File: config.mk
export PLATFORM = sky130hd
export DESIGN_NAME = sd3_frame_ser_flat
export DESIGN_NICKNAME = d
export VERILOG_FILES = /design/src/rtl/sd3_frame_ser_if.sv /design/src/rtl/sd3_frame_ser.sv /design/src/flat_wrapper.sv
export SDC_FILE = /design/constraint.sdc
export NUM_CORES = 1
export LEC_CHECK = 0
export BUFFER_PORTS_ARGS = -buffer_cell sky130_fd_sc_hd__buf_4
export CORE_MARGIN = 2
export CORE_UTILIZATION = 50
export CTS_CLUSTER_DIAMETER = 40
export DETAILED_ROUTE_END_ITERATION = 8
export PLACE_DENSITY_LB_ADDON = 0.1
export SETUP_SLACK_MARGIN = 0.1
export SYNTH_ARGS = -nofsm -noshare
export SYNTH_HDL_FRONTEND = slang
export SYNTH_SLANG_ARGS = --single-unit
File: constraint.sdc
create_clock -name clk -period 1.8 [get_ports clk]
set_clock_uncertainty 0.2 [all_clocks]
set_input_delay 0.18 -clock clk [delete_from_list [all_inputs] [get_ports clk]]
set_output_delay 0.18 -clock clk [all_outputs]
set_load 0.01 [all_outputs]
File: src/rtl/sd3_frame_ser_if.sv
// Handshake and serial-output bundle for sd3_frame_ser.
// slave = serializer side, master = frame producer / detector side.
interface sd3_frame_ser_if #(
    parameter int SER_W = 6
);
    logic [SER_W-1:0] in_data;
    logic             in_valid;
    logic             in_ready;
    logic             ser_data;
    logic             frame_start;
    logic             underrun;

    modport master (
        output in_data, in_valid,
        input  in_ready, ser_data, frame_start, underrun
    );

    modport slave (
        input  in_data, in_valid,
        output in_ready, ser_data, frame_start, underrun
    );
endinterface

File: src/rtl/sd3_frame_ser.sv
// 6-bit frame serializer with 2-entry FIFO and all-ones idle fill on underrun.
// Optional SER_LSB_FIRST_EN: LSB-first order, done by bit-reversing words at FIFO write.
module sd3_frame_ser #(
    parameter int               SER_W     = 6,
    parameter logic [SER_W-1:0] IDLE_WORD = '1
) (
    input logic            clk,
    input logic            rst_n,
    sd3_frame_ser_if.slave bus
);
    localparam logic [2:0] LAST_IDX = 3'(SER_W - 1);

    logic [SER_W-1:0] shreg;
    logic [SER_W-1:0] fifo_mem [2];
    logic [SER_W-1:0] wr_word;
    logic [2:0]       bit_idx;
    logic             wr_ptr;
    logic             rd_ptr;
    logic [1:0]       count;
    logic             underrun_q;
    logic             boundary;
    logic             push;
    logic             pop;

`ifdef SER_LSB_FIRST_EN
    always_comb begin
        wr_word = '0;
        for (int unsigned i = 0; i < SER_W; i++) begin
            wr_word[i] = bus.in_data[SER_W-1-i];
        end
    end
`else
    assign wr_word = bus.in_data;
`endif

    // Push qualifies on registered count only, so a same-edge pop never frees a slot.
    always_comb begin
        boundary = (bit_idx == LAST_IDX);
        push     = bus.in_valid && (count != 2'd2);
        pop      = boundary && (count != 2'd0);
    end

    always_ff @(posedge clk or negedge rst_n) begin
        if (!rst_n) begin
            fifo_mem[0] <= '0;
            fifo_mem[1] <= '0;
            wr_ptr      <= 1'b0;
            rd_ptr      <= 1'b0;
            count       <= 2'd0;
        end else begin
            if (push) begin
                fifo_mem[wr_ptr] <= wr_word;
                wr_ptr           <= ~wr_ptr;
            end
            if (pop) begin
                rd_ptr <= ~rd_ptr;
            end
            unique case ({push, pop})
                2'b10:   count <= count + 2'd1;
                2'b01:   count <= count - 2'd1;
                default: count <= count;
            endcase
        end
    end

    always_ff @(posedge clk or negedge rst_n) begin
        if (!rst_n) begin
            shreg      <= IDLE_WORD;
            bit_idx    <= '0;
            underrun_q <= 1'b0;
        end else if (boundary) begin
            bit_idx <= '0;
            if (pop) begin
                shreg      <= fifo_mem[rd_ptr];
                underrun_q <= 1'b0;
            end else begin
                shreg      <= IDLE_WORD;
                underrun_q <= 1'b1;
            end
        end else begin
            shreg      <= {shreg[SER_W-2:0], 1'b1};
            bit_idx    <= bit_idx + 3'd1;
            underrun_q <= 1'b0;
        end
    end

    assign bus.ser_data    = shreg[SER_W-1];
    assign bus.frame_start = (bit_idx == 3'd0);
    assign bus.in_ready    = (count != 2'd2);
    assign bus.underrun    = underrun_q;
endmodule

File: src/flat_wrapper.sv
// flat-port wrapper written by rule: the top's interface ports become plain ports
module sd3_frame_ser_flat 
#(
    parameter int               SER_W     = 6,
    parameter logic [SER_W-1:0] IDLE_WORD = '1
)
  (clk, rst_n, bus_in_data, bus_in_valid, bus_in_ready, bus_ser_data, bus_frame_start, bus_underrun);
  sd3_frame_ser_if #(.SER_W(SER_W)) bus_i ();
  input logic clk;
  input logic rst_n;
  input wire logic [$bits(bus_i.in_data)-1:0] bus_in_data;
  input wire logic [$bits(bus_i.in_valid)-1:0] bus_in_valid;
  output wire logic [$bits(bus_i.in_ready)-1:0] bus_in_ready;
  output wire logic [$bits(bus_i.ser_data)-1:0] bus_ser_data;
  output wire logic [$bits(bus_i.frame_start)-1:0] bus_frame_start;
  output wire logic [$bits(bus_i.underrun)-1:0] bus_underrun;
  assign bus_i.in_data = bus_in_data;
  assign bus_i.in_valid = bus_in_valid;
  assign bus_in_ready = bus_i.in_ready;
  assign bus_ser_data = bus_i.ser_data;
  assign bus_frame_start = bus_i.frame_start;
  assign bus_underrun = bus_i.underrun;
  sd3_frame_ser #(.SER_W(SER_W), .IDLE_WORD(IDLE_WORD)) u_core (.clk(clk), .rst_n(rst_n), .bus(bus_i));
endmodule
==> impl_results.html, run 1 <==
<table>
<tr><th>Metric</th><th>Value</th></tr>
<tr><th colspan="2">Status</th></tr>
<tr><td>Status</td><td>completed</td></tr>
<tr><th colspan="2">Power</th></tr>
<tr><td>Power density over the cells</td><td>1450 nW/µm²</td></tr>
<tr><td>Sw Pwr</td><td>560 µW</td></tr>
<tr><td>Fraction of power consumed by the clock network</td><td>14.6%</td></tr>
<tr><td>Gate power share</td><td>32.6%</td></tr>
<tr><td>Sequential Power Share</td><td>52.7%</td></tr>
<tr><td>Int Power</td><td>1410 µW</td></tr>
<tr><td>Peak supply drop</td><td>0.840 mV</td></tr>
<tr><td>Switch share</td><td>28.5%</td></tr>
<tr><td>Leakage Power</td><td>0.000640 µW</td></tr>
<tr><th colspan="2">Layout</th></tr>
<tr><td>Final core utilization</td><td>63.3%</td></tr>
<tr><td>Share of cells above drive strength 1</td><td>39.2%</td></tr>
<tr><td>Area taken by flip-flops and latches</td><td>658 µm²</td></tr>
<tr><td>Filler instances</td><td>167</td></tr>
<tr><td>Area Growth Syn to Fin</td><td>22.4%</td></tr>
<tr><td>Nets@finish</td><td>113</td></tr>
<tr><td>Commonest non-fill, non-tap cell in the layout</td><td>sky130_fd_sc_hd__dfrtp_1</td></tr>
<tr><td>Area of combinational cells with multiple inputs</td><td>428 µm²</td></tr>
<tr><td>Commonest cells after routing, fill and taps aside</td><td>sky130_fd_sc_hd__dfrtp_1, sky130_fd_sc_hd__buf_4, sky130_fd_sc_hd__mux2i_1, sky130_fd_sc_hd__dlygate4sd3_1</td></tr>
<tr><td>Antenna diode count</td><td>0</td></tr>
<tr><th colspan="2">Setup path</th></tr>
<tr><td>Max incr delay on CP</td><td>0.44 ns</td></tr>
<tr><td>Critical setup path kind</td><td>register to register</td></tr>
<tr><td>Startpoint of the worst register-to-register path</td><td>u_core.bit_idx[0]$_DFF_PN0_</td></tr>
<tr><td>Worst-case reg-to-reg path depth</td><td>6</td></tr>
<tr><td>Type of element capturing the critical path</td><td>register</td></tr>
<tr><td>R2R setup slack</td><td>0.21 ns</td></tr>
<tr><td>End of the worst register-to-register path</td><td>u_core.count[1]$_DFFE_PN0P_</td></tr>
<tr><td>Slowest cell on crit path</td><td>sky130_fd_sc_hd__dfrtp_1</td></tr>
<tr><td>Critical Path RT</td><td>1.85 ns</td></tr>
<tr><td>Critical path cell sequence</td><td>and3b_1 -&gt; o21a_1 -&gt; ha_4 -&gt; xnor2_1 -&gt; nor2_1 -&gt; xor2_1</td></tr>
<tr><td>Startpoint type of the worst setup path</td><td>register</td></tr>
<tr><td>Critical path launch point</td><td>u_core.bit_idx[0]$_DFF_PN0_</td></tr>
<tr><td>Maximum net fanout on the critical path</td><td>5</td></tr>
<tr><td>Arrival time at the worst endpoint</td><td>1.64 ns</td></tr>
<tr><th colspan="2">GRT</th></tr>
<tr><td>Met3 Track Usage GR</td><td>3.80%</td></tr>
<tr><td>Number of global-route vias before repair</td><td>667</td></tr>
<tr><td>Fraction of met1 tracks used by global routing</td><td>20.8%</td></tr>
<tr><td>Antenna violations before repair</td><td>0</td></tr>
<tr><td>Met2 track demand over resource in global routing</td><td>26.2%</td></tr>
<tr><td>Global route overflow</td><td>0</td></tr>
<tr><td>All-layer global routing usage</td><td>16.6%</td></tr>
<tr><td>Maximum number of pins on one net before global-route repair</td><td>27</td></tr>
<tr><td>Layer with the highest usage after global routing</td><td>met2</td></tr>
<tr><td>First-pass GRT wire length</td><td>3.02 mm</td></tr>
<tr><th colspan="2">CTS</th></tr>
<tr><td>Clock transition time at the flip-flop clock pins of the worst setup and hold paths</td><td>0.13 ns</td></tr>
<tr><td>Total clock buffers created by CTS</td><td>3</td></tr>
<tr><td>H-Tree Depth</td><td>1</td></tr>
<tr><td>Cells resized by post-CTS repair</td><td>0</td></tr>
<tr><td>Maximum clock path buffer count</td><td>2</td></tr>
<tr><td>Sink Count</td><td>26</td></tr>
<tr><td>Insertion delay to the later sink of the worst-skew pair</td><td>0.31 ns</td></tr>
<tr><td>TritonCTS clock tree</td><td>built</td></tr>
<tr><td>CTS Root Cell</td><td>sky130_fd_sc_hd__clkbuf_4</td></tr>
<tr><th colspan="2">Worst hold path</th></tr>
<tr><td>Startpoint of the worst hold path</td><td>bus_in_valid</td></tr>
<tr><td>Instance count along the most critical hold path</td><td>3</td></tr>
<tr><td>Hold path endpoint</td><td>u_core.wr_ptr$_DFFE_PN0N_</td></tr>
<tr><td>Worst min-delay path category</td><td>input port to register</td></tr>
<tr><th colspan="2">STA</th></tr>
<tr><td>Final setup margin</td><td>0.215 ns</td></tr>
<tr><td>Least-Margin Pin Slew</td><td>0.363 ns</td></tr>
<tr><td>Count of final max-slew check failures</td><td>0</td></tr>
<tr><td>Highest Clock Rate</td><td>0.631 GHz</td></tr>
<tr><td>Setup repair after global routing missed its margin</td><td>false</td></tr>
<tr><td>Setup Total Neg Slack</td><td>0 ns</td></tr>
<tr><td>Relative max-transition margin</td><td>75.8%</td></tr>
<tr><td>Worst-case hold slack</td><td>0.0215 ns</td></tr>
<tr><td># setup viols final</td><td>0</td></tr>
<tr><td>Share of the cycle needed by the critical path after routing</td><td>88.1%</td></tr>
<tr><td>Final Critical Period</td><td>1.59 ns</td></tr>
<tr><td>Final-report hold violation count</td><td>0</td></tr>
<tr><th colspan="2">Placed design</th></tr>
<tr><td>IO buf count</td><td>12</td></tr>
<tr><td>Worst slack after detailed placement</td><td>0.230 ns</td></tr>
<tr><td>Routability congestion estimate from global placement</td><td>0.710</td></tr>
<tr><td>DPL Wire Length</td><td>1.21 mm</td></tr>
<tr><th colspan="2">Floorplanning</th></tr>
<tr><td>FP Rows</td><td>17</td></tr>
<tr><td>Die Span Y</td><td>51.1 µm</td></tr>
<tr><td>Die ar.</td><td>2620 µm²</td></tr>
<tr><td>Effective utilization at floorplan</td><td>51.7%</td></tr>
<tr><td>Number of top-level design ports</td><td>13</td></tr>
<tr><td>Area of the core</td><td>2150 µm²</td></tr>
<tr><td>Die W</td><td>51.1 µm</td></tr>
<tr><th colspan="2">Route</th></tr>
<tr><td>Drt first pass iters</td><td>4</td></tr>
<tr><td>Routed wire length</td><td>1.73 mm</td></tr>
<tr><td>Per-cell via count in the routed design</td><td>5.02</td></tr>
<tr><td>Number of DRC violations after detailed routing</td><td>0</td></tr>
<tr><td>Routed len/inst</td><td>13.3 µm</td></tr>
<tr><td>Routed vias</td><td>653</td></tr>
<tr><td>Antenna-violating nets left</td><td>0</td></tr>
<tr><td>Detailed Route Iter0 Violations</td><td>9</td></tr>
<tr><th colspan="2">Logic synthesis</th></tr>
<tr><td>Syn Area/Cell</td><td>13.9 µm²</td></tr>
<tr><td>Seq/Total Area, Yosys</td><td>59.2%</td></tr>
<tr><td>Number of synthesized register bits</td><td>26</td></tr>
<tr><td>Number of instances in the synthesized netlist</td><td>80</td></tr>
<tr><td>Synthesis Warnings</td><td>0</td></tr>
<tr><td>Distinct cell type count after synthesis</td><td>23</td></tr>
<tr><td>Number of nets in the synthesized netlist</td><td>90</td></tr>
<tr><td>Post-Synthesis Cell Area</td><td>1110 µm²</td></tr>
<tr><th colspan="2">Flow run</th></tr>
<tr><td># Max-Cap Violations</td><td>0</td></tr>
</table>
[layer usage]
layer | routed length, µm | up-vias | share of wire [%]
met2 | 862 | 11 | 50
met4 | 40 | 0 | 2.3
met3 | 61 | 4 | 3.5
li1 | - | 316 | -
met1 | 768 | 322 | 44
met5 | 0 | - | 0
[registers in the layout, indices dropped and copies added (netlist names)]
signal	count
u_core.shreg	6
u_core.wr_ptr	1
u_core.count	2
u_core.bit_idx	3
u_core.bus.underrun	1
u_core.rd_ptr	1
u_core.fifo_mem	12
[cells by family (layout without fill, tap and decap cells)]
kind of cell	after synthesis	count (layout)	synth area share, %
AO/OA/AOI/OAI	7	7	3.38
AND/OR/NAND/NOR	16	16	8.45
adder cells (fa/ha/maj)	1	1	1.13
flip-flops	26	26	59.2
XOR/XNOR	5	5	3.94
multiplexers	19	19	20.5
buffers and inverters	6	28	3.38
[power by group through the flow]
stage          Sequential (µW)  Clock [µW]  Combinational [µW]
2_1_floorplan              982           0                 534
3_5_place_dp              1060           0                 643
6_report                  1040         288                 642
3_3_place_gp              1040           0                 628
4_1_cts                   1040         301                 657
5_1_grt                   1070         328                 705
[metrics by stage]
| stage | total power (µW) | area (µm²) | cells |
|---|---|---|---|
| global placement | 1670 | 1250 | 119 |
| finish | 1970 | 1360 | 130 |
| global route | 2110 | 1360 | 130 |
| CTS | 2000 | 1360 | 130 |
| floorplan | 1520 | 1130 | 80 |
| detailed placement | 1700 | 1250 | 119 |
[worst max-delay path, delay by kind of cell (launching register included)]
kind	cells	cell delay [ns]
adders and majority gates	1	0.16
and+or+nand+nor	2	0.34
DFF	1	0.44
AOI/OAI and AO/OA	1	0.14
xor gates and xnor gates	2	0.25
[how the worst max path moves through the flow]
stage                                       end  slack, ns  depth (start not counted)
floorplan           u_core.count[1]$_DFFE_PN0P_       0.09                          8
global placement    u_core.count[1]$_DFFE_PN0P_       0.24                          6
detailed placement  u_core.count[1]$_DFFE_PN0P_       0.23                          6
CTS                 u_core.count[1]$_DFFE_PN0P_       0.19                          6
global route        u_core.count[1]$_DFFE_PN0P_       0.11                          6
finish              u_core.count[1]$_DFFE_PN0P_       0.21                          6
[cells in the mapped netlist]
cell,n,area share [%]
sky130_fd_sc_hd__nor2_1,6,2.0
sky130_fd_sc_hd__buf_1,1,0.34
sky130_fd_sc_hd__nand2b_4,1,1.2
sky130_fd_sc_hd__xnor2_1,3,2.4
sky130_fd_sc_hd__o21a_1,1,0.68
sky130_fd_sc_hd__nor3b_1,1,0.68
sky130_fd_sc_hd__mux2_4,6,8.1
sky130_fd_sc_hd__buf_6,1,1.0
sky130_fd_sc_hd__inv_1,2,0.68
sky130_fd_sc_hd__nand3_2,1,0.90
sky130_fd_sc_hd__buf_4,2,1.4
sky130_fd_sc_hd__mux2i_1,7,6.3
sky130_fd_sc_hd__nor3_1,1,0.45
sky130_fd_sc_hd__xor2_1,2,1.6
sky130_fd_sc_hd__nand2_1,3,1.0
sky130_fd_sc_hd__ha_1,1,1.1
sky130_fd_sc_hd__nand2b_1,1,0.56
sky130_fd_sc_hd__and3b_1,2,1.6
sky130_fd_sc_hd__dfrtp_1,20,45
sky130_fd_sc_hd__a21oi_1,5,2.3
sky130_fd_sc_hd__mux2_2,6,6.1
sky130_fd_sc_hd__o21ai_0,1,0.45
sky130_fd_sc_hd__dfstp_2,6,14
[area by class of cell]
cell class | count | area share (%)
sequential | 26 | 48.4
inverter | 2 | 0.552
clock buffer | 4 | 2.67
timing repair buffer | 22 | 14.4
multi-input combinational | 48 | 31.5
tap | 28 | 2.58
[repair_timing]
action / CTS / global route
hold buffers: 7 / 0
hold endpoints to repair: 38 / 0
endpoints found under the setup margin: 0 / 0
buffers inserted: 0 / 0
Power figures use the tool's default switching activity.
==> run 2: changes to the inputs <==
--- a/config.mk
+++ b/config.mk
@@ -11,6 +11,7 @@
 export CTS_CLUSTER_DIAMETER = 40
 export DETAILED_ROUTE_END_ITERATION = 8
 export PLACE_DENSITY_LB_ADDON = 0.1
+export REMOVE_ABC_BUFFERS = 1
 export SETUP_SLACK_MARGIN = 0.1
 export SYNTH_ARGS = -nofsm -noshare
 export SYNTH_HDL_FRONTEND = slang
==> run 2 against run 1 <==
Compared with the run above:
- sequential power about the same
- power rose by 3.9%
- first-iteration DRC count fell by 56%
- die area did not move
- critical path depth decreased by 1
- sequential cell count is the same
- via count shrank 0.61%
- global-route usage down 1.2 points
- clock power increased by 36%
- cell count is 0.77% higher
- worst setup slack got worse by 0.021 ns
- critical path type unchanged
==> impl_results.html, run 2 (same netlist as run 1, synthesis figures left out) <==
<table>
<tr><th>Metric</th><th>Value</th></tr>
<tr><th colspan="2">GRT</th></tr>
<tr><td>Antenna violations before repair</td><td>0 (unchanged)</td></tr>
<tr><td>Maximum number of pins on one net before global-route repair</td><td>27 (unchanged)</td></tr>
<tr><td>Number of global-route vias before repair</td><td>663 (-0.60%)</td></tr>
<tr><td>First-pass GRT wire length</td><td>2.90 mm (-3.7%)</td></tr>
<tr><td>Global route overflow</td><td>0 (unchanged)</td></tr>
<tr><td>All-layer global routing usage</td><td>15.3% (-1.2 points)</td></tr>
<tr><th colspan="2">Placed design</th></tr>
<tr><td>Routability congestion estimate from global placement</td><td>0.686 (-3.4%)</td></tr>
<tr><td>DPL Wire Length</td><td>1.11 mm (-8.2%)</td></tr>
<tr><td>IO buf count</td><td>12 (unchanged)</td></tr>
<tr><td>Standard cell area after detailed placement</td><td>1230 µm² (-2.0%)</td></tr>
<tr><th colspan="2">Layout</th></tr>
<tr><td>Number of flip-flops in the largest register</td><td>12 (unchanged)</td></tr>
<tr><td>Commonest non-fill, non-tap cell in the layout</td><td>sky130_fd_sc_hd__dfrtp_1</td></tr>
<tr><td>Filler instances</td><td>176 (+5.4%)</td></tr>
<tr><td>Area Growth Syn to Fin</td><td>22.9%</td></tr>
<tr><td>Nets@finish</td><td>114 (+0.88%)</td></tr>
<tr><td>Share of cells above drive strength 1</td><td>39.8% (+0.59 points)</td></tr>
<tr><td>Final core utilization</td><td>63.5% (+0.23 points)</td></tr>
<tr><td>Antenna diode count</td><td>0 (unchanged)</td></tr>
<tr><td>Largest register by flop count</td><td>u_core.fifo_mem</td></tr>
<tr><td>Commonest cells after routing, fill and taps aside</td><td>sky130_fd_sc_hd__dfrtp_1, sky130_fd_sc_hd__buf_4, sky130_fd_sc_hd__dlygate4sd3_1</td></tr>
<tr><td>Top Registers</td><td>u_core.fifo_mem x12, u_core.shreg x6, u_core.bit_idx x3</td></tr>
<tr><td>Post-route cell area</td><td>1370 µm² (+0.37%)</td></tr>
<tr><th colspan="2">Flow run</th></tr>
<tr><td># Max-Cap Violations</td><td>0 (unchanged)</td></tr>
<tr><th colspan="2">Setup path</th></tr>
<tr><td>Arrival time at the worst endpoint</td><td>1.66 ns (+0.02 ns)</td></tr>
<tr><td>End of the worst register-to-register path</td><td>u_core.count[1]$_DFFE_PN0P_</td></tr>
<tr><td>Max incr delay on CP</td><td>0.41 ns (-0.03 ns)</td></tr>
<tr><td>Maximum net fanout on the critical path</td><td>3 (-2)</td></tr>
<tr><td>Critical path cell sequence</td><td>and3b_1 -&gt; o21a_1 -&gt; ha_2 -&gt; nor2_1 -&gt; xor2_1</td></tr>
<tr><td>Startpoint of the worst register-to-register path</td><td>u_core.bit_idx[1]$_DFF_PN0_</td></tr>
<tr><td>Worst-case reg-to-reg path depth</td><td>5 (-1)</td></tr>
<tr><td>Type of element capturing the critical path</td><td>register</td></tr>
<tr><td>Critical Path RT</td><td>1.85 ns (about the same)</td></tr>
<tr><td>Startpoint type of the worst setup path</td><td>register</td></tr>
<tr><td>Critical setup path kind</td><td>register to register</td></tr>
<tr><td>Slowest cell on crit path</td><td>sky130_fd_sc_hd__dfrtp_1</td></tr>
<tr><td>Critical path launch point</td><td>u_core.bit_idx[1]$_DFF_PN0_</td></tr>
<tr><td>End point of the critical path</td><td>u_core.count[1]$_DFFE_PN0P_</td></tr>
<tr><td>R2R setup slack</td><td>0.19 ns (-0.02 ns)</td></tr>
<tr><th colspan="2">STA</th></tr>
<tr><td>Setup repair after global routing missed its margin</td><td>false</td></tr>
<tr><td>Least-Margin Pin Slew</td><td>0.385 ns (+0.0227 ns)</td></tr>
<tr><td>Highest Clock Rate</td><td>0.622 GHz (-1.3%)</td></tr>
<tr><td>Final-report hold violation count</td><td>0 (unchanged)</td></tr>
<tr><td>Setup Total Neg Slack</td><td>0 ns (unchanged)</td></tr>
<tr><td>Relative max-transition margin</td><td>74.3% (-1.5 points)</td></tr>
<tr><td>Share of the cycle needed by the critical path after routing</td><td>89.3% (+1.2 points)</td></tr>
<tr><td># setup viols final</td><td>0 (unchanged)</td></tr>
<tr><td>Final Critical Period</td><td>1.61 ns (+0.0212 ns)</td></tr>
<tr><td>Count of final max-slew check failures</td><td>0 (unchanged)</td></tr>
<tr><th colspan="2">CTS</th></tr>
<tr><td>TritonCTS clock tree</td><td>built</td></tr>
<tr><td>Total clock buffers created by CTS</td><td>3 (unchanged)</td></tr>
<tr><td>CTS Root Cell</td><td>sky130_fd_sc_hd__clkbuf_4</td></tr>
<tr><td>Insertion delay to the later sink of the worst-skew pair</td><td>0.32 ns (about the same)</td></tr>
<tr><td>H-Tree Depth</td><td>1 (unchanged)</td></tr>
<tr><td>Sink Count</td><td>26 (unchanged)</td></tr>
<tr><td>Clock transition time at the flip-flop clock pins of the worst setup and hold paths</td><td>0.14 ns (about the same)</td></tr>
<tr><td>Maximum clock path buffer count</td><td>2 (unchanged)</td></tr>
<tr><th colspan="2">Status</th></tr>
<tr><td>Status</td><td>completed</td></tr>
<tr><th colspan="2">Power</th></tr>
<tr><td>Peak supply drop</td><td>0.922 mV (+9.7%)</td></tr>
<tr><td>Leakage Power</td><td>0.000646 µW (+0.85%)</td></tr>
<tr><td>Power density over the cells</td><td>1500 nW/µm² (+3.5%)</td></tr>
<tr><th colspan="2">Worst hold path</th></tr>
<tr><td>Worst min-delay path category</td><td>input port to async pin</td></tr>
<tr><th colspan="2">Route</th></tr>
<tr><td>Number of DRC violations after detailed routing</td><td>0 (unchanged)</td></tr>
<tr><td>Per-cell via count in the routed design</td><td>4.95 (-1.4%)</td></tr>
<tr><td>Routed wire length</td><td>1.64 mm (-5.3%)</td></tr>
<tr><td>Antenna-violating nets left</td><td>0 (unchanged)</td></tr>
<tr><td>Routed len/inst</td><td>12.5 µm (-6.0%)</td></tr>
<tr><td>Detailed Route Iter0 Violations</td><td>4 (-5)</td></tr>
<tr><td>Drt first pass iters</td><td>4 (unchanged)</td></tr>
<tr><td>Routed vias</td><td>649 (-0.61%)</td></tr>
<tr><th colspan="2">Floorplanning</th></tr>
<tr><td>Effective utilization at floorplan</td><td>51.7% (unchanged)</td></tr>
<tr><td>Number of top-level design ports</td><td>13 (unchanged)</td></tr>
<tr><td>FP Rows</td><td>17 (unchanged)</td></tr>
<tr><td>Area of the core</td><td>2150 µm² (unchanged)</td></tr>
<tr><td>Die Span Y</td><td>51.1 µm (unchanged)</td></tr>
<tr><td>Die ar.</td><td>2620 µm² (unchanged)</td></tr>
<tr><td>Die W</td><td>51.1 µm (unchanged)</td></tr>
</table>
==> run 2: cell count changes in the layout (fill, tap and decap cells not counted) <==
cell | before | now
sky130_fd_sc_hd__buf_12 | 1 | 0
sky130_fd_sc_hd__buf_4 | 14 | 15
sky130_fd_sc_hd__bufinv_16 | 0 | 1
sky130_fd_sc_hd__clkbuf_8 | 1 | 0
sky130_fd_sc_hd__dfrtp_1 | 20 | 19
sky130_fd_sc_hd__dfrtp_2 | 0 | 1
sky130_fd_sc_hd__dlygate4sd3_1 | 7 | 8
sky130_fd_sc_hd__ha_2 | 0 | 1
sky130_fd_sc_hd__ha_4 | 1 | 0
==> run 2: critical path, delay by kind of cell, from the launching register on <==
kind / cells / cell delay (ns)
DFF: 1 / 0.41
and+or+nand+nor: 2 / 0.34
adders and majority gates: 1 / 0.29
AOI/OAI and AO/OA: 1 / 0.16
xor gates and xnor gates: 1 / 0.14
==> run 2: stage by stage <==
stage               setup WS [ns]  std cells  total power [µW]  hold slack, ns
floorplan                  0.0437         76              1490          -0.316
global placement            0.244        119              1640         -0.0994
detailed placement          0.212        119              1660         -0.0942
CTS                         0.171        131              2070          0.0815
global route               0.0958        131              2170          0.0859
finish                      0.193        131              2040          0.0802
==> run 2: cell type report <==
cell class                 count  area, µm²  share of cell area [%]
tap                           28       35.0                    2.57
sequential                    26        659                    48.3
clock inverter                 1       30.0                    2.20
multi-input combinational     48        418                    30.6
clock buffer                   3       22.5                    1.65
timing repair buffer          23        193                    14.1
inverter                       2       7.51                   0.550
==> run 2: worst min-delay path by stage <==
stage,endpoint,slack [ns]
after CTS,u_core.fifo_mem[4]$_DFFE_PN0P_,0.08
after global routing,u_core.fifo_mem[5]$_DFFE_PN0P_,0.09
after global placement,u_core.bus.underrun$_DFF_PN0_,-0.1
after floorplan,u_core.bit_idx[0]$_DFF_PN0_,-0.32
final,u_core.fifo_mem[11]$_DFFE_PN0P_,0.08
after detailed placement,u_core.count[0]$_DFFE_PN0P_,-0.09
==> run 2: where the power goes <==
part	switching, µW	internal, µW
combinational	211	403
clock	168	225
sequential	174	861
total	553	1490
==> run 2: layer usage <==
metal,vias up,share of wire (%),global-route usage [%]
met5,-,0,0
met4,0,1.9,9.46
met3,4,3.2,2.63
met2,12,49,24.5
met1,321,46,19.3
li1,312,-,-
==> run 2: what timing repair did <==
item | in CTS | in global routing
endpoints found under the setup margin | 0 | 1
resized for setup | 0 | 2
buffers inserted | 0 | 0
hold endpoints to repair | 39 | 0
hold buffers | 8 | 0
==> run 3: changes to the inputs <==
--- a/config.mk
+++ b/config.mk
@@ -6,8 +6,10 @@
 export NUM_CORES = 1
 export LEC_CHECK = 0
 export BUFFER_PORTS_ARGS = -buffer_cell sky130_fd_sc_hd__buf_4
+export CELL_PAD_IN_SITES_DETAIL_PLACEMENT = 1
+export CELL_PAD_IN_SITES_GLOBAL_PLACEMENT = 2
 export CORE_MARGIN = 2
-export CORE_UTILIZATION = 50
+export CORE_UTILIZATION = 35
 export CTS_CLUSTER_DIAMETER = 40
 export DETAILED_ROUTE_END_ITERATION = 8
 export PLACE_DENSITY_LB_ADDON = 0.1
==> run 3 against run 2 <==
Compared with the run above:
- global-route usage down 2.7 points
- count of clock-buffer cells in the layout is the same
- sequential power is essentially flat
- clock power up 2%
- sequential share of layout area down 1.8 points
- via count grew 2.8%
- power is 2.1% higher
- critical path depth grew 1
- fmax down 0.47%
- sequential cell count unchanged
==> impl_results.html, run 3 (same netlist as run 1, synthesis figures left out) <==
<table>
<tr><th>Metric</th><th>Value</th></tr>
<tr><th colspan="2">Layout</th></tr>
<tr><td>Area Growth Syn to Fin</td><td>27.6%</td></tr>
<tr><td>Number of flip-flops in the largest register</td><td>12 (unchanged)</td></tr>
<tr><td>Share of cells above drive strength 1</td><td>43.4% (+3.6 points)</td></tr>
<tr><td>Largest register by flop count</td><td>u_core.fifo_mem</td></tr>
<tr><td>Antenna diode count</td><td>0 (unchanged)</td></tr>
<tr><td>Filler-free cell count of the finished design</td><td>150 (+15%)</td></tr>
<tr><td>Post-route cell area</td><td>1420 µm² (+3.8%)</td></tr>
<tr><td>Nets@finish</td><td>117 (+2.6%)</td></tr>
<tr><td>Commonest non-fill, non-tap cell in the layout</td><td>sky130_fd_sc_hd__dfrtp_1</td></tr>
<tr><td>Commonest cells after routing, fill and taps aside</td><td>sky130_fd_sc_hd__dfrtp_1, sky130_fd_sc_hd__buf_4, sky130_fd_sc_hd__dlygate4sd3_1</td></tr>
<tr><td>Top Registers</td><td>u_core.fifo_mem x12, u_core.shreg x6, u_core.bit_idx x3</td></tr>
<tr><th colspan="2">CTS</th></tr>
<tr><td>TritonCTS clock tree</td><td>built</td></tr>
<tr><td>H-Tree Depth</td><td>1 (unchanged)</td></tr>
<tr><td>Clock transition time at the flip-flop clock pins of the worst setup and hold paths</td><td>0.15 ns (about the same)</td></tr>
<tr><td>Insertion delay to the later sink of the worst-skew pair</td><td>0.32 ns (about the same)</td></tr>
<tr><td>Maximum clock path buffer count</td><td>2 (unchanged)</td></tr>
<tr><td>Sink Count</td><td>26 (unchanged)</td></tr>
<tr><td>CTS Root Cell</td><td>sky130_fd_sc_hd__clkbuf_4</td></tr>
<tr><td>Total clock buffers created by CTS</td><td>3 (unchanged)</td></tr>
<tr><th colspan="2">Route</th></tr>
<tr><td>Detailed-routed wire length on met2</td><td>1.01 mm (+25%)</td></tr>
<tr><td>Met3 WL post-DR</td><td>52 µm (-1.9%)</td></tr>
<tr><td>Drt first pass iters</td><td>2 (-2)</td></tr>
<tr><td>Routed vias</td><td>667 (+2.8%)</td></tr>
<tr><td>Antenna-violating nets left</td><td>0 (unchanged)</td></tr>
<tr><td>Highest metal layer with signal wires</td><td>met4</td></tr>
<tr><td>Number of DRC violations after detailed routing</td><td>0 (unchanged)</td></tr>
<tr><td>Routed length on met1</td><td>950 µm (+26%)</td></tr>
<tr><td>Detailed Route Iter0 Violations</td><td>3 (-1)</td></tr>
<tr><td>Per-cell via count in the routed design</td><td>4.45 (-10%)</td></tr>
<tr><td>Routed len/inst</td><td>13.5 µm (+8.0%)</td></tr>
<tr><td>Routed wire length</td><td>2.03 mm (+24%)</td></tr>
<tr><th colspan="2">STA</th></tr>
<tr><td># setup viols final</td><td>0 (unchanged)</td></tr>
<tr><td>Least-Margin Pin Slew</td><td>0.401 ns (+0.0155 ns)</td></tr>
<tr><td>Highest Clock Rate</td><td>0.620 GHz (-0.47%)</td></tr>
<tr><td>Count of final max-slew check failures</td><td>0 (unchanged)</td></tr>
<tr><td>Worst-case hold slack</td><td>0.0885 ns (+0.00829 ns)</td></tr>
<tr><td>Final setup margin</td><td>0.186 ns (-0.00766 ns)</td></tr>
<tr><td>Share of the cycle needed by the critical path after routing</td><td>89.7% (+0.43 points)</td></tr>
<tr><td>Setup repair after global routing missed its margin</td><td>true</td></tr>
<tr><td>Final-report hold violation count</td><td>0 (unchanged)</td></tr>
<tr><td>Setup Total Neg Slack</td><td>0 ns (unchanged)</td></tr>
<tr><td>Final Critical Period</td><td>1.61 ns (+0.00766 ns)</td></tr>
<tr><td>Relative max-transition margin</td><td>73.3% (-1.0 points)</td></tr>
<tr><th colspan="2">Floorplanning</th></tr>
<tr><td>Number of top-level design ports</td><td>13 (unchanged)</td></tr>
<tr><td>Die Span Y</td><td>60.3 µm (+18%)</td></tr>
<tr><td>Area of the core</td><td>3030 µm² (+41%)</td></tr>
<tr><td>FP Rows</td><td>20 (+3)</td></tr>
<tr><td>Die W</td><td>60.3 µm (+18%)</td></tr>
<tr><td>Effective utilization at floorplan</td><td>36.7% (-15 points)</td></tr>
<tr><td>Die ar.</td><td>3640 µm² (+39%)</td></tr>
<tr><th colspan="2">Setup path</th></tr>
<tr><td>Critical Path RT</td><td>1.81 ns (-0.04 ns)</td></tr>
<tr><td>Startpoint type of the worst setup path</td><td>register</td></tr>
<tr><td>Critical path cell sequence</td><td>and3b_1 -&gt; o21a_1 -&gt; ha_2 -&gt; xnor2_2 -&gt; nor2_2 -&gt; xor2_1</td></tr>
<tr><td>Maximum net fanout on the critical path</td><td>3 (unchanged)</td></tr>
<tr><td>Type of element capturing the critical path</td><td>register</td></tr>
<tr><td>Critical setup path kind</td><td>register to register</td></tr>
<tr><td>Arrival time at the worst endpoint</td><td>1.63 ns (-0.03 ns)</td></tr>
<tr><td>Max incr delay on CP</td><td>0.42 ns (about the same)</td></tr>
<tr><td>Slowest cell on crit path</td><td>sky130_fd_sc_hd__dfrtp_1</td></tr>
<tr><th colspan="2">GRT</th></tr>
<tr><td>All-layer global routing usage</td><td>12.6% (-2.7 points)</td></tr>
<tr><td>Number of global-route vias before repair</td><td>731 (+10%)</td></tr>
<tr><td>Antenna violations before repair</td><td>0 (unchanged)</td></tr>
<tr><td>Maximum number of pins on one net before global-route repair</td><td>27 (unchanged)</td></tr>
<tr><td>Global route overflow</td><td>0 (unchanged)</td></tr>
<tr><td>First-pass GRT wire length</td><td>3.33 mm (+15%)</td></tr>
<tr><th colspan="2">Power</th></tr>
<tr><td>Peak supply drop</td><td>0.561 mV (-39%)</td></tr>
<tr><td>Power density over the cells</td><td>1470 nW/µm² (-1.7%)</td></tr>
<tr><td>Leakage Power</td><td>0.000664 µW (+2.8%)</td></tr>
<tr><th colspan="2">Worst hold path</th></tr>
<tr><td>Worst min-delay path category</td><td>input port to async pin</td></tr>
<tr><th colspan="2">Placed design</th></tr>
<tr><td>DPL Wire Length</td><td>1.33 mm (+20%)</td></tr>
<tr><td>Worst slack after detailed placement</td><td>0.185 ns (-0.0279 ns)</td></tr>
<tr><td>Standard cell area after detailed placement</td><td>1250 µm² (+1.6%)</td></tr>
<tr><td>Number of cells in the design after placement</td><td>135 (+13%)</td></tr>
<tr><td>Routability congestion estimate from global placement</td><td>0.649 (-5.4%)</td></tr>
<tr><td>IO buf count</td><td>12 (unchanged)</td></tr>
<tr><th colspan="2">Status</th></tr>
<tr><td>Status</td><td>completed</td></tr>
<tr><th colspan="2">Flow run</th></tr>
<tr><td># Max-Cap Violations</td><td>0 (unchanged)</td></tr>
</table>
-- run 3: cell count changes in the layout (fill, tap and decap cells not counted), sizes merged --
cell  before  now
buf       15   18
-- run 3: power breakdown --
part	switching [µW]	internal (µW)
clock	177	225
sequential	185	861
combinational	226	413
total	587	1500
-- run 3: layout make-up --
class	instances	area, µm²
Clock buffer	3	22.5
Inverter	2	7.51
Timing Repair Buffer	26	215
Multi-Input combinational cell	48	428
Fill cell	315	1610
Clock inverter	1	30.0
Sequential cell	26	659
Tap cell	44	55.1
-- run 3: what timing repair did --
action	4_1_cts	5_1_grt
gates resized for setup	0	4
setup endpoints to repair	0	1
hold buffers	8	0
buffers inserted	0	3
endpoints found under the hold margin	39	0
-- run 3: path summary, 6_finish.rpt --
path / startpoint / end / slack, ns / cells past startpoint
min: rst_n / u_core.fifo_mem[10]$_DFFE_PN0P_ / 0.09 / 2
max: u_core.bit_idx[1]$_DFF_PN0_ / u_core.count[1]$_DFFE_PN0P_ / 0.19 / 6
min in group clk: u_core.shreg[4]$_DFF_PN1_ / u_core.shreg[5]$_DFF_PN1_ / 0.31 / 2
min reg2reg: u_core.shreg[4]$_DFF_PN1_ / u_core.shreg[5]$_DFF_PN1_ / 0.31 / 2
max in group asynchronous: rst_n / u_core.shreg[0]$_DFF_PN1_ / 1.01 / 2
max reg2reg: u_core.bit_idx[1]$_DFF_PN0_ / u_core.count[1]$_DFFE_PN0P_ / 0.19 / 6
-- run 3: worst max-delay path, delay by kind of cell (launching register included) --
kind / cells / cell delay [ns]
xor gates and xnor gates: 2 / 0.24
adders and majority gates: 1 / 0.20
AOI/OAI and AO/OA: 1 / 0.16
and+or+nand+nor: 2 / 0.29
DFF: 1 / 0.42
-- run 3: through the flow --
stage / power [µW] / utilization [%]
global placement: 1650 / 41.2
global route: 2240 / 46.8
CTS: 2100 / 45.6
detailed placement: 1680 / 41.2
finish: 2090 / 46.8
floorplan: 1490 / -
-- run 3: per-layer routing --
| layer | GRT usage (%) | vias up |
|---|---|---|
| met5 | 0 | - |
| met4 | 4.76 | 0 |
| met3 | 1.92 | 2 |
| met2 | 21.7 | 7 |
| met1 | 15.9 | 336 |
| li1 | - | 322 |
